`config.mk`:
```
export PLATFORM = sky130hd
export DESIGN_NAME = block_sync_lock
export DESIGN_NICKNAME = d
export VERILOG_FILES = /design/src/rtl/block_sync_pkg.sv /design/src/rtl/hdr_argmax.sv /design/src/rtl/block_sync_lock.sv
export SDC_FILE = /design/constraint.sdc
export NUM_CORES = 2
export LEC_CHECK = 0
export CAP_MARGIN = 40
export CELL_PAD_IN_SITES_DETAIL_PLACEMENT = 1
export CELL_PAD_IN_SITES_GLOBAL_PLACEMENT = 2
export CORE_MARGIN = 2
export CORE_UTILIZATION = 40
export CTS_BUF_LIST = sky130_fd_sc_hd__clkbuf_2 sky130_fd_sc_hd__clkbuf_4 sky130_fd_sc_hd__clkbuf_8
export CTS_CLUSTER_DIAMETER = 150
export DETAILED_ROUTE_END_ITERATION = 16
export PLACE_DENSITY_LB_ADDON = 0.1
export SETUP_SLACK_MARGIN = 0.3
export SYNTH_ARGS = -nofsm -noshare
export SYNTH_HDL_FRONTEND = slang
export SYNTH_SLANG_ARGS = --single-unit
```
`constraint.sdc`:
```
create_clock -name clk_i -period 19.9 [get_ports clk_i]
set_input_delay 1.99 -clock clk_i [delete_from_list [all_inputs] [get_ports clk_i]]
set_output_delay 1.99 -clock clk_i [all_outputs]
set_load 0.05 [all_outputs]
```
`src/rtl/block_sync_pkg.sv`:
```
// block_sync_pkg: 64b/66b sync header codes, aligner FSM state type
// and the header validity check shared by the block aligner files.
package block_sync_pkg;

    localparam logic [1:0] c_DATA_HEADER = 2'b01;
    localparam logic [1:0] c_CMD_HEADER  = 2'b10;

    typedef enum logic {
        HUNT   = 1'b0,
        LOCKED = 1'b1
    } sync_state_e;

    function automatic logic hdr_good(input logic [1:0] hdr);
        return (hdr == c_DATA_HEADER) || (hdr == c_CMD_HEADER);
    endfunction

endpackage

```
`src/rtl/hdr_argmax.sv`:
```
// hdr_argmax: 2-stage registered argmax over N candidate counters.
// Ports: clk_i/rst_ni clock and async reset, flush drops in-flight
// results, in_vld/cnt candidate vector, out_vld/best_off/best_cnt result.
module hdr_argmax
    import block_sync_pkg::*;
#(
    parameter int N     = 66,
    parameter int CNT_W = 6,
    parameter int GRP   = 8
) (
    input  logic                    clk_i,
    input  logic                    rst_ni,
    input  logic                    flush,
    input  logic                    in_vld,
    input  logic [N-1:0][CNT_W-1:0] cnt,
    output logic                    out_vld,
    output logic [$clog2(N)-1:0]    best_off,
    output logic [CNT_W-1:0]        best_cnt
);

    localparam int IDX_W = $clog2(N);
    localparam int NG    = (N + GRP - 1) / GRP;

    logic [NG*GRP-1:0][CNT_W-1:0] cnt_pad;
    logic [NG-1:0][CNT_W-1:0]     g_cnt;
    logic [NG-1:0][IDX_W-1:0]     g_idx;
    logic [NG-1:0][CNT_W-1:0]     s1_cnt;
    logic [NG-1:0][IDX_W-1:0]     s1_idx;
    logic                         s1_vld;
    logic [CNT_W-1:0]             m_cnt;
    logic [IDX_W-1:0]             m_idx;

    // Padding entries are zero, so a strict > never picks them.
    always_comb begin
        cnt_pad        = '0;
        cnt_pad[N-1:0] = cnt;
    end

    // Strict > with ascending scan keeps the lowest index on ties.
    always_comb begin
        for (int g = 0; g < NG; g++) begin
            g_cnt[g] = cnt_pad[g*GRP];
            g_idx[g] = IDX_W'(g*GRP);
            for (int j = 1; j < GRP; j++) begin
                if (cnt_pad[g*GRP+j] > g_cnt[g]) begin
                    g_cnt[g] = cnt_pad[g*GRP+j];
                    g_idx[g] = IDX_W'(g*GRP+j);
                end
            end
        end
    end

    always_comb begin
        m_cnt = s1_cnt[0];
        m_idx = s1_idx[0];
        for (int g = 1; g < NG; g++) begin
            if (s1_cnt[g] > m_cnt) begin
                m_cnt = s1_cnt[g];
                m_idx = s1_idx[g];
            end
        end
    end

    always_ff @(posedge clk_i or negedge rst_ni) begin
        if (!rst_ni) begin
            s1_vld   <= 1'b0;
            s1_cnt   <= '0;
            s1_idx   <= '0;
            out_vld  <= 1'b0;
            best_cnt <= '0;
            best_off <= '0;
        end else begin
            s1_vld  <= in_vld & ~flush;
            out_vld <= s1_vld & ~flush;
            if (in_vld) begin
                s1_cnt <= g_cnt;
                s1_idx <= g_idx;
            end
            if (s1_vld) begin
                best_cnt <= m_cnt;
                best_off <= m_idx;
            end
        end
    end

endmodule

```
`src/rtl/block_sync_lock.sv`:
```
// block_sync_lock: 64b/66b block aligner with HUNT/LOCKED hysteresis.
// Ports: clk_i/rst_ni, gbox_buffer/gbox_cnt/buffer_dv in; block_offset,
// offset_vld, locked, hdr_err pulse and lock_lost pulse out.
module block_sync_lock
    import block_sync_pkg::*;
#(
    parameter int BUF_W    = 194,
    parameter int BLK_W    = 66,
    parameter int CNT_W    = 6,
    parameter int LOCK_CNT = 32,
    parameter int ERR_WIN  = 64,
    parameter int ERR_MAX  = 16,
    parameter int GRP      = 8
) (
    input  logic                           clk_i,
    input  logic                           rst_ni,
    input  logic [BUF_W-1:0]               gbox_buffer,
    input  logic [$clog2(BUF_W-BLK_W)-1:0] gbox_cnt,
    input  logic                           buffer_dv,
    output logic [$clog2(BLK_W)-1:0]       block_offset,
    output logic                           offset_vld,
    output logic                           locked,
    output logic                           hdr_err,
    output logic                           lock_lost
);

    localparam int OFF_W = $clog2(BLK_W);
    localparam int SEL_W = $clog2(BUF_W);
    localparam int ERR_W = $clog2(ERR_MAX + 1);
    localparam int WIN_W = $clog2(ERR_WIN);

    localparam logic [CNT_W-1:0] CNT_SAT  = '1;
    localparam logic [CNT_W-1:0] LOCK_TH  = CNT_W'(LOCK_CNT);
    localparam logic [ERR_W-1:0] ERR_LAST = ERR_W'(ERR_MAX - 1);
    localparam logic [WIN_W-1:0] WIN_LAST = WIN_W'(ERR_WIN - 1);

    logic [SEL_W-1:0]            sel_top;
    logic [BLK_W:0]              win_q;
    logic                        win_vld_q;
    logic [BLK_W-1:0]            good;
    logic [BLK_W-1:0][CNT_W-1:0] cnt_q;
    logic                        cnt_vld_q;
    logic [BLK_W-1:0]            good_c_q;
    logic [BLK_W-1:0]            good_s1_q;
    logic [BLK_W-1:0]            good_s2_q;
    logic                        gv1_q;
    logic                        am_vld;
    logic [OFF_W-1:0]            am_off;
    logic [CNT_W-1:0]            am_cnt;
    logic                        flush;
    logic                        bad;

    sync_state_e                 state_q, state_d;
    logic [OFF_W-1:0]            lock_off_q, off_d;
    logic [ERR_W-1:0]            err_cnt_q, err_d;
    logic [WIN_W-1:0]            blk_cnt_q, blk_d;
    logic                        herr_d;
    logic                        lost_d;

    assign sel_top = SEL_W'(BUF_W - 1) - SEL_W'(gbox_cnt);

    always_ff @(posedge clk_i or negedge rst_ni) begin
        if (!rst_ni) begin
            win_q     <= '0;
            win_vld_q <= 1'b0;
        end else begin
            win_vld_q <= buffer_dv;
            if (buffer_dv) begin
                win_q <= gbox_buffer[sel_top -: BLK_W+1];
            end
        end
    end

    always_comb begin
        for (int i = 0; i < BLK_W; i++) begin
            good[i] = hdr_good(win_q[i+1 -: 2]);
        end
    end

    // The good vector travels alongside the argmax so the FSM checks
    // the header of the same block whose score it is looking at.
    always_ff @(posedge clk_i or negedge rst_ni) begin
        if (!rst_ni) begin
            cnt_q     <= '0;
            cnt_vld_q <= 1'b0;
            good_c_q  <= '0;
            gv1_q     <= 1'b0;
            good_s1_q <= '0;
            good_s2_q <= '0;
        end else begin
            cnt_vld_q <= win_vld_q & ~flush;
            gv1_q     <= cnt_vld_q & ~flush;
            if (flush) begin
                cnt_q <= '0;
            end else if (win_vld_q) begin
                for (int i = 0; i < BLK_W; i++) begin
                    if (!good[i]) begin
                        cnt_q[i] <= '0;
                    end else if (cnt_q[i] != CNT_SAT) begin
                        cnt_q[i] <= cnt_q[i] + CNT_W'(1);
                    end
                end
            end
            if (win_vld_q) good_c_q  <= good;
            if (cnt_vld_q) good_s1_q <= good_c_q;
            if (gv1_q)     good_s2_q <= good_s1_q;
        end
    end

    hdr_argmax #(
        .N     (BLK_W),
        .CNT_W (CNT_W),
        .GRP   (GRP)
    ) u_argmax (
        .clk_i    (clk_i),
        .rst_ni   (rst_ni),
        .flush    (flush),
        .in_vld   (cnt_vld_q),
        .cnt      (cnt_q),
        .out_vld  (am_vld),
        .best_off (am_off),
        .best_cnt (am_cnt)
    );

    assign bad   = ~good_s2_q[lock_off_q];
    assign flush = lost_d;

    // While locked the argmax result is ignored: that is the hysteresis.
    // Unlock takes priority over the end-of-window clear.
    always_comb begin
        state_d = state_q;
        off_d   = lock_off_q;
        err_d   = err_cnt_q;
        blk_d   = blk_cnt_q;
        herr_d  = 1'b0;
        lost_d  = 1'b0;
        if (am_vld) begin
            unique case (state_q)
                HUNT: begin
                    if (am_cnt >= LOCK_TH) begin
                        state_d = LOCKED;
                        off_d   = am_off;
                        err_d   = '0;
                        blk_d   = '0;
                    end
                end
                LOCKED: begin
                    herr_d = bad;
                    if (bad && (err_cnt_q == ERR_LAST)) begin
                        state_d = HUNT;
                        lost_d  = 1'b1;
                        err_d   = '0;
                        blk_d   = '0;
                    end else if (blk_cnt_q == WIN_LAST) begin
                        err_d = '0;
                        blk_d = '0;
                    end else begin
                        err_d = err_cnt_q + ERR_W'(bad);
                        blk_d = blk_cnt_q + WIN_W'(1);
                    end
                end
                default: ;
            endcase
        end
    end

    always_ff @(posedge clk_i or negedge rst_ni) begin
        if (!rst_ni) begin
            state_q      <= HUNT;
            lock_off_q   <= '0;
            err_cnt_q    <= '0;
            blk_cnt_q    <= '0;
            locked       <= 1'b0;
            offset_vld   <= 1'b0;
            block_offset <= '0;
            hdr_err      <= 1'b0;
            lock_lost    <= 1'b0;
        end else begin
            state_q      <= state_d;
            lock_off_q   <= off_d;
            err_cnt_q    <= err_d;
            blk_cnt_q    <= blk_d;
            locked       <= (state_d == LOCKED);
            offset_vld   <= (state_d == LOCKED);
            block_offset <= (state_d == LOCKED) ? off_d : '0;
            hdr_err      <= herr_d;
            lock_lost    <= lost_d;
        end
    end

    a_gbox_cnt_range: assert property (
        @(posedge clk_i) disable iff (!rst_ni)
        buffer_dv |-> (int'(gbox_cnt) <= BUF_W - BLK_W - 1)
    );

endmodule

```
==> summary.txt <==
Run status
  • Outcome: finished, final reports clean

Worst setup path
  • Setup CP Type: register to register
  • Most Frequent Cell on Critical Path: ha_1
  • R2R depth: 67
  • Arr. time, crit path: around 17 ns
  • Crit-path max FO: 19
  • R2R Path Start: u_argmax.s1_cnt[2]$_DFFE_PN0P_
  • R2R Path End: u_argmax.best_off[3]$_DFFE_PN0P_
  • Slowest cell on crit path: a211oi_4
  • CP required: just over 20 ns
  • Largest stage delay, worst path: approximately 0.74 ns
  • Register-to-register setup slack: ~3.2 ns
  • Startpoint types: register
  • Setup crit end kind: register

Drt
  • Drt pass-1 iters: 5
  • DRT iter0 DRCs: around 3,800
  • DR WL/cell: about 23 µm
  • Drt via density: around 5.9
  • Antenna Nets Post-Route: 0
  • Via count of the routed design: ~58,000
  • Routed wire length: roughly 220,000 µm
  • DRC: 0

Min path
  • Hold Startpoint: good_s1_q[6]$_DFFE_PN0P_
  • HP Class: register to register
  • Hold endpoint: good_s2_q[6]$_DFFE_PN0P_
  • Hold depth: 1

STA
  • RSZ-0062 raised after global routing: no
  • Max-slew violations: 0
  • Worst slew pin tran: around 1.1 ns
  • # setup viols final: 0
  • Final cycle utilization of the critical path: 0.8378
  • Fin Setup TNS: 0 ns
  • Fin. Hold Viols: 0
  • Slew HR: 0.2774
  • Skew final: between 0.07 and 0.08 ns
  • Fmax: ~0.060 GHz
  • Crit path time final: 16.67 ns

Global routing
  • GRT overflow: 0
  • Largest net degree at the start of global routing: about 180
  • Initial antenna violation count: 17
  • GRT Total Usage: 0.2690
  • First-pass GRT wire length: roughly 350,000 µm
  • Number of global-route vias before repair: slightly below 60,000

Synth
  • Netlist cell types: 92
  • Asr flop ratio synth: 1.000
  • Synth area leader: dfrtp_1
  • Yosys reg bits: between 700 and 800
  • Largest cells by area after synthesis: dfrtp_1 30%, ha_1 8.6%, mux2i_1 7.6%
  • Top cell type's share of synthesized area: 0.3042
  • Ys Warns: 0
  • Seq/Total Area, Yosys: 0.3042
  • Post-Syn Area: roughly 64,000 µm²
  • Ys flop type: dfrtp_1
  • Synth Instances: 7,472
  • Syn_area_per_cell: between 8 and 9 µm²
  • Number of flops mapped to enable cells by yosys: 0
  • Total nets after synthesis: between 8,000 and 9,000

Floorplan
  • Core Footprint: ~160,000 µm²
  • IO Pins: roughly 220
  • Row cnt: between 100 and 150
  • Starting Density: 0.4021
  • Die area: approximately 160,000 µm²
  • DIE WIDTH: a little over 400 µm
  • Die height: between 400 and 500 µm

Clock network
  • # clock sinks: a little under 800
  • Worst skew pair latency: a little over 0.9 ns
  • Clock Path Buffers: 3
  • CTS Hold Bufs: 0
  • Clk root buf: clkbuf_8
  • H-Tree Level Count: 4
  • Post-CTS Setup Inserts: 0
  • CTS Buf Count: roughly 160
  • CTS tree: done
  • Clock Pin Slew Worst Setup and Hold Paths: 0.06 ns
  • Cts repair resizes: 0

Job
  • # Max-Cap Violations: 0

Layout
  • Fraction of layout cells with a size suffix above 1: 0.1288
  • Fin nets: around 8,000
  • Synth-to-layout area growth: 12.27%
  • Final Util: 0.4514
  • Final Instance Count excl. Fillers: just under 10,000

Placed design
  • Port Buffers: 214
  • Gpl congestion: a little over 0.9
  • DP Cell Count: 9,565
  • DP HPWL: 169,200 µm
layout make-up:
| type | count | area (µm²) |
|---|---|---|
| multi-input combinational | 5878 | 41880 |
| sequential | 783 | 19610 |
| fill | 18752 | 87880 |
| clock inverter | 36 | 457.9 |
| timing repair buffer | 309 | 3064 |
| clock buffer | 241 | 2948 |
| antenna | 6 | 15.01 |
| tap | 2160 | 2703 |
| inverter | 438 | 1649 |
metal layers:
layer / routed length, µm / track usage / part of all wire / up-vias
met5: 56 / 0 / 0.00025 / -
met4: 6773 / 0.08687 / 0.030 / 8
met2: 101200 / 0.4274 / 0.46 / 1194
met3: 9691 / 0.03860 / 0.044 / 327
li1: - / - / - / 27154
met1: 104500 / 0.3757 / 0.47 / 29037
worst max path at each step:
| stage | cells past startpoint | to | startpoint | slack [ns] |
|---|---|---|---|---|
| finish | 67 | u_argmax.best_off[3]$_DFFE_PN0P_ | u_argmax.s1_cnt[2]$_DFFE_PN0P_ | 3.23 |
| global route | 68 | u_argmax.best_off[4]$_DFFE_PN0P_ | u_argmax.s1_cnt[3]$_DFFE_PN0P_ | 1.65 |
| CTS | 67 | u_argmax.best_off[4]$_DFFE_PN0P_ | u_argmax.s1_cnt[2]$_DFFE_PN0P_ | 3.40 |
| detailed placement | 67 | u_argmax.best_off[2]$_DFFE_PN0P_ | u_argmax.s1_cnt[2]$_DFFE_PN0P_ | 3.45 |
| global placement | 66 | u_argmax.best_off[2]$_DFFE_PN0P_ | u_argmax.s1_cnt[2]$_DFFE_PN0P_ | 3.81 |
| floorplan | 72 | u_argmax.best_off[3]$_DFFE_PN0P_ | u_argmax.s1_cnt[2]$_DFFE_PN0P_ | 6.10 |
cells in the mapped netlist, types with 6 or more instances:
library cell,number
inv_1,436
nor3b_1,10
mux2i_1,487
a41oi_1,51
a22o_1,8
nand2b_1,89
or3_1,6
nand3_1,215
and2_1,9
o31ai_1,53
nand2_1,923
ha_1,444
a21oi_1,603
o21ai_0,689
nor2_1,652
and3_1,75
a31oi_1,45
o221ai_1,18
o211ai_1,42
a221o_1,6
o22ai_1,70
a22oi_1,13
mux2_2,287
xnor2_1,138
mux4_2,204
buf_1,64
nand4_1,143
nor2b_1,143
o21ai_1,6
a211oi_1,43
a21o_1,8
or2_2,74
a221oi_1,40
maj3_1,6
and4_1,14
nor3_1,43
a31o_2,8
o21a_1,76
clkbuf_1,299
dfrtp_1,783
nor4_1,10
xor2_1,42
critical path: cells and delay by family (launching register included):
| family | cells | cell delay [ns] |
|---|---|---|
| AO/OA/AOI/OAI | 31 | 7.99 |
| adder cells (fa/ha/maj) | 10 | 2.83 |
| buffers and inverters | 4 | 0.37 |
| flip-flops | 1 | 0.45 |
| multiplexers | 6 | 2.04 |
| AND/OR/NAND/NOR | 16 | 2.82 |
cell usage in the layout (no fill, tap or decap), drive strengths merged, types with 44 or more instances in the layout:
cell / synthesis / final
xnor2: 138 / 138
ha: 444 / 444
clkbuf: 299 / 241
mux2: 292 / 292
o31ai: 54 / 54
mux4: 204 / 204
nor2: 652 / 652
o21a: 77 / 77
or2: 74 / 74
mux2i: 487 / 487
nand3: 216 / 216
a211oi: 46 / 46
o21ai: 696 / 696
dfrtp: 783 / 783
and3: 75 / 75
nand2b: 89 / 89
nor2b: 143 / 143
nand2: 923 / 923
a21oi: 603 / 603
a31oi: 45 / 45
nor3: 44 / 44
buf: 74 / 99
a41oi: 51 / 51
inv: 437 / 450
clkdlybuf4s50: 0 / 210
o22ai: 70 / 70
nand4: 143 / 143
flip-flops by register name, indices dropped and copies added (netlist names), 5 cells and up:
| register | flops |
|---|---|
| good_s2_q | 66 |
| win_q | 67 |
| u_argmax.best_off | 7 |
| good_s1_q | 66 |
| u_argmax.s1_idx | 28 |
| lock_off_q | 7 |
| good_c_q | 66 |
| cnt_q | 396 |
| u_argmax.s1_cnt | 54 |
| block_offset | 7 |
| err_cnt_q | 5 |
| blk_cnt_q | 6 |
logic make-up (layout without fill, tap and decap cells):
kind of cell,Yosys count,count (layout),synth area share
and+or+nand+nor,2425,2425,0.1709
AOI/OAI and AO/OA,1839,1839,0.1669
muxes,983,983,0.1983
buffers and inverters,811,1024,0.04792
DFF,783,783,0.3042
adders and majority gates,451,451,0.08735
xor gates and xnor gates,180,180,0.02447
other,0,6,0
stage by stage:
stage	cell area (µm²)	hold WS, ns	setup slack [ns]
floorplan	64410	0.4629	6.100
global placement	68490	0.4838	3.810
detailed placement	68880	0.4887	3.451
CTS	72280	0.4651	3.404
global route	72310	0.4704	1.650
finish	72320	0.4769	3.227
Power is left out: the tool's default activity adds up to more than one toggle a clock period on the data nets, which glitch-free logic cannot reach.
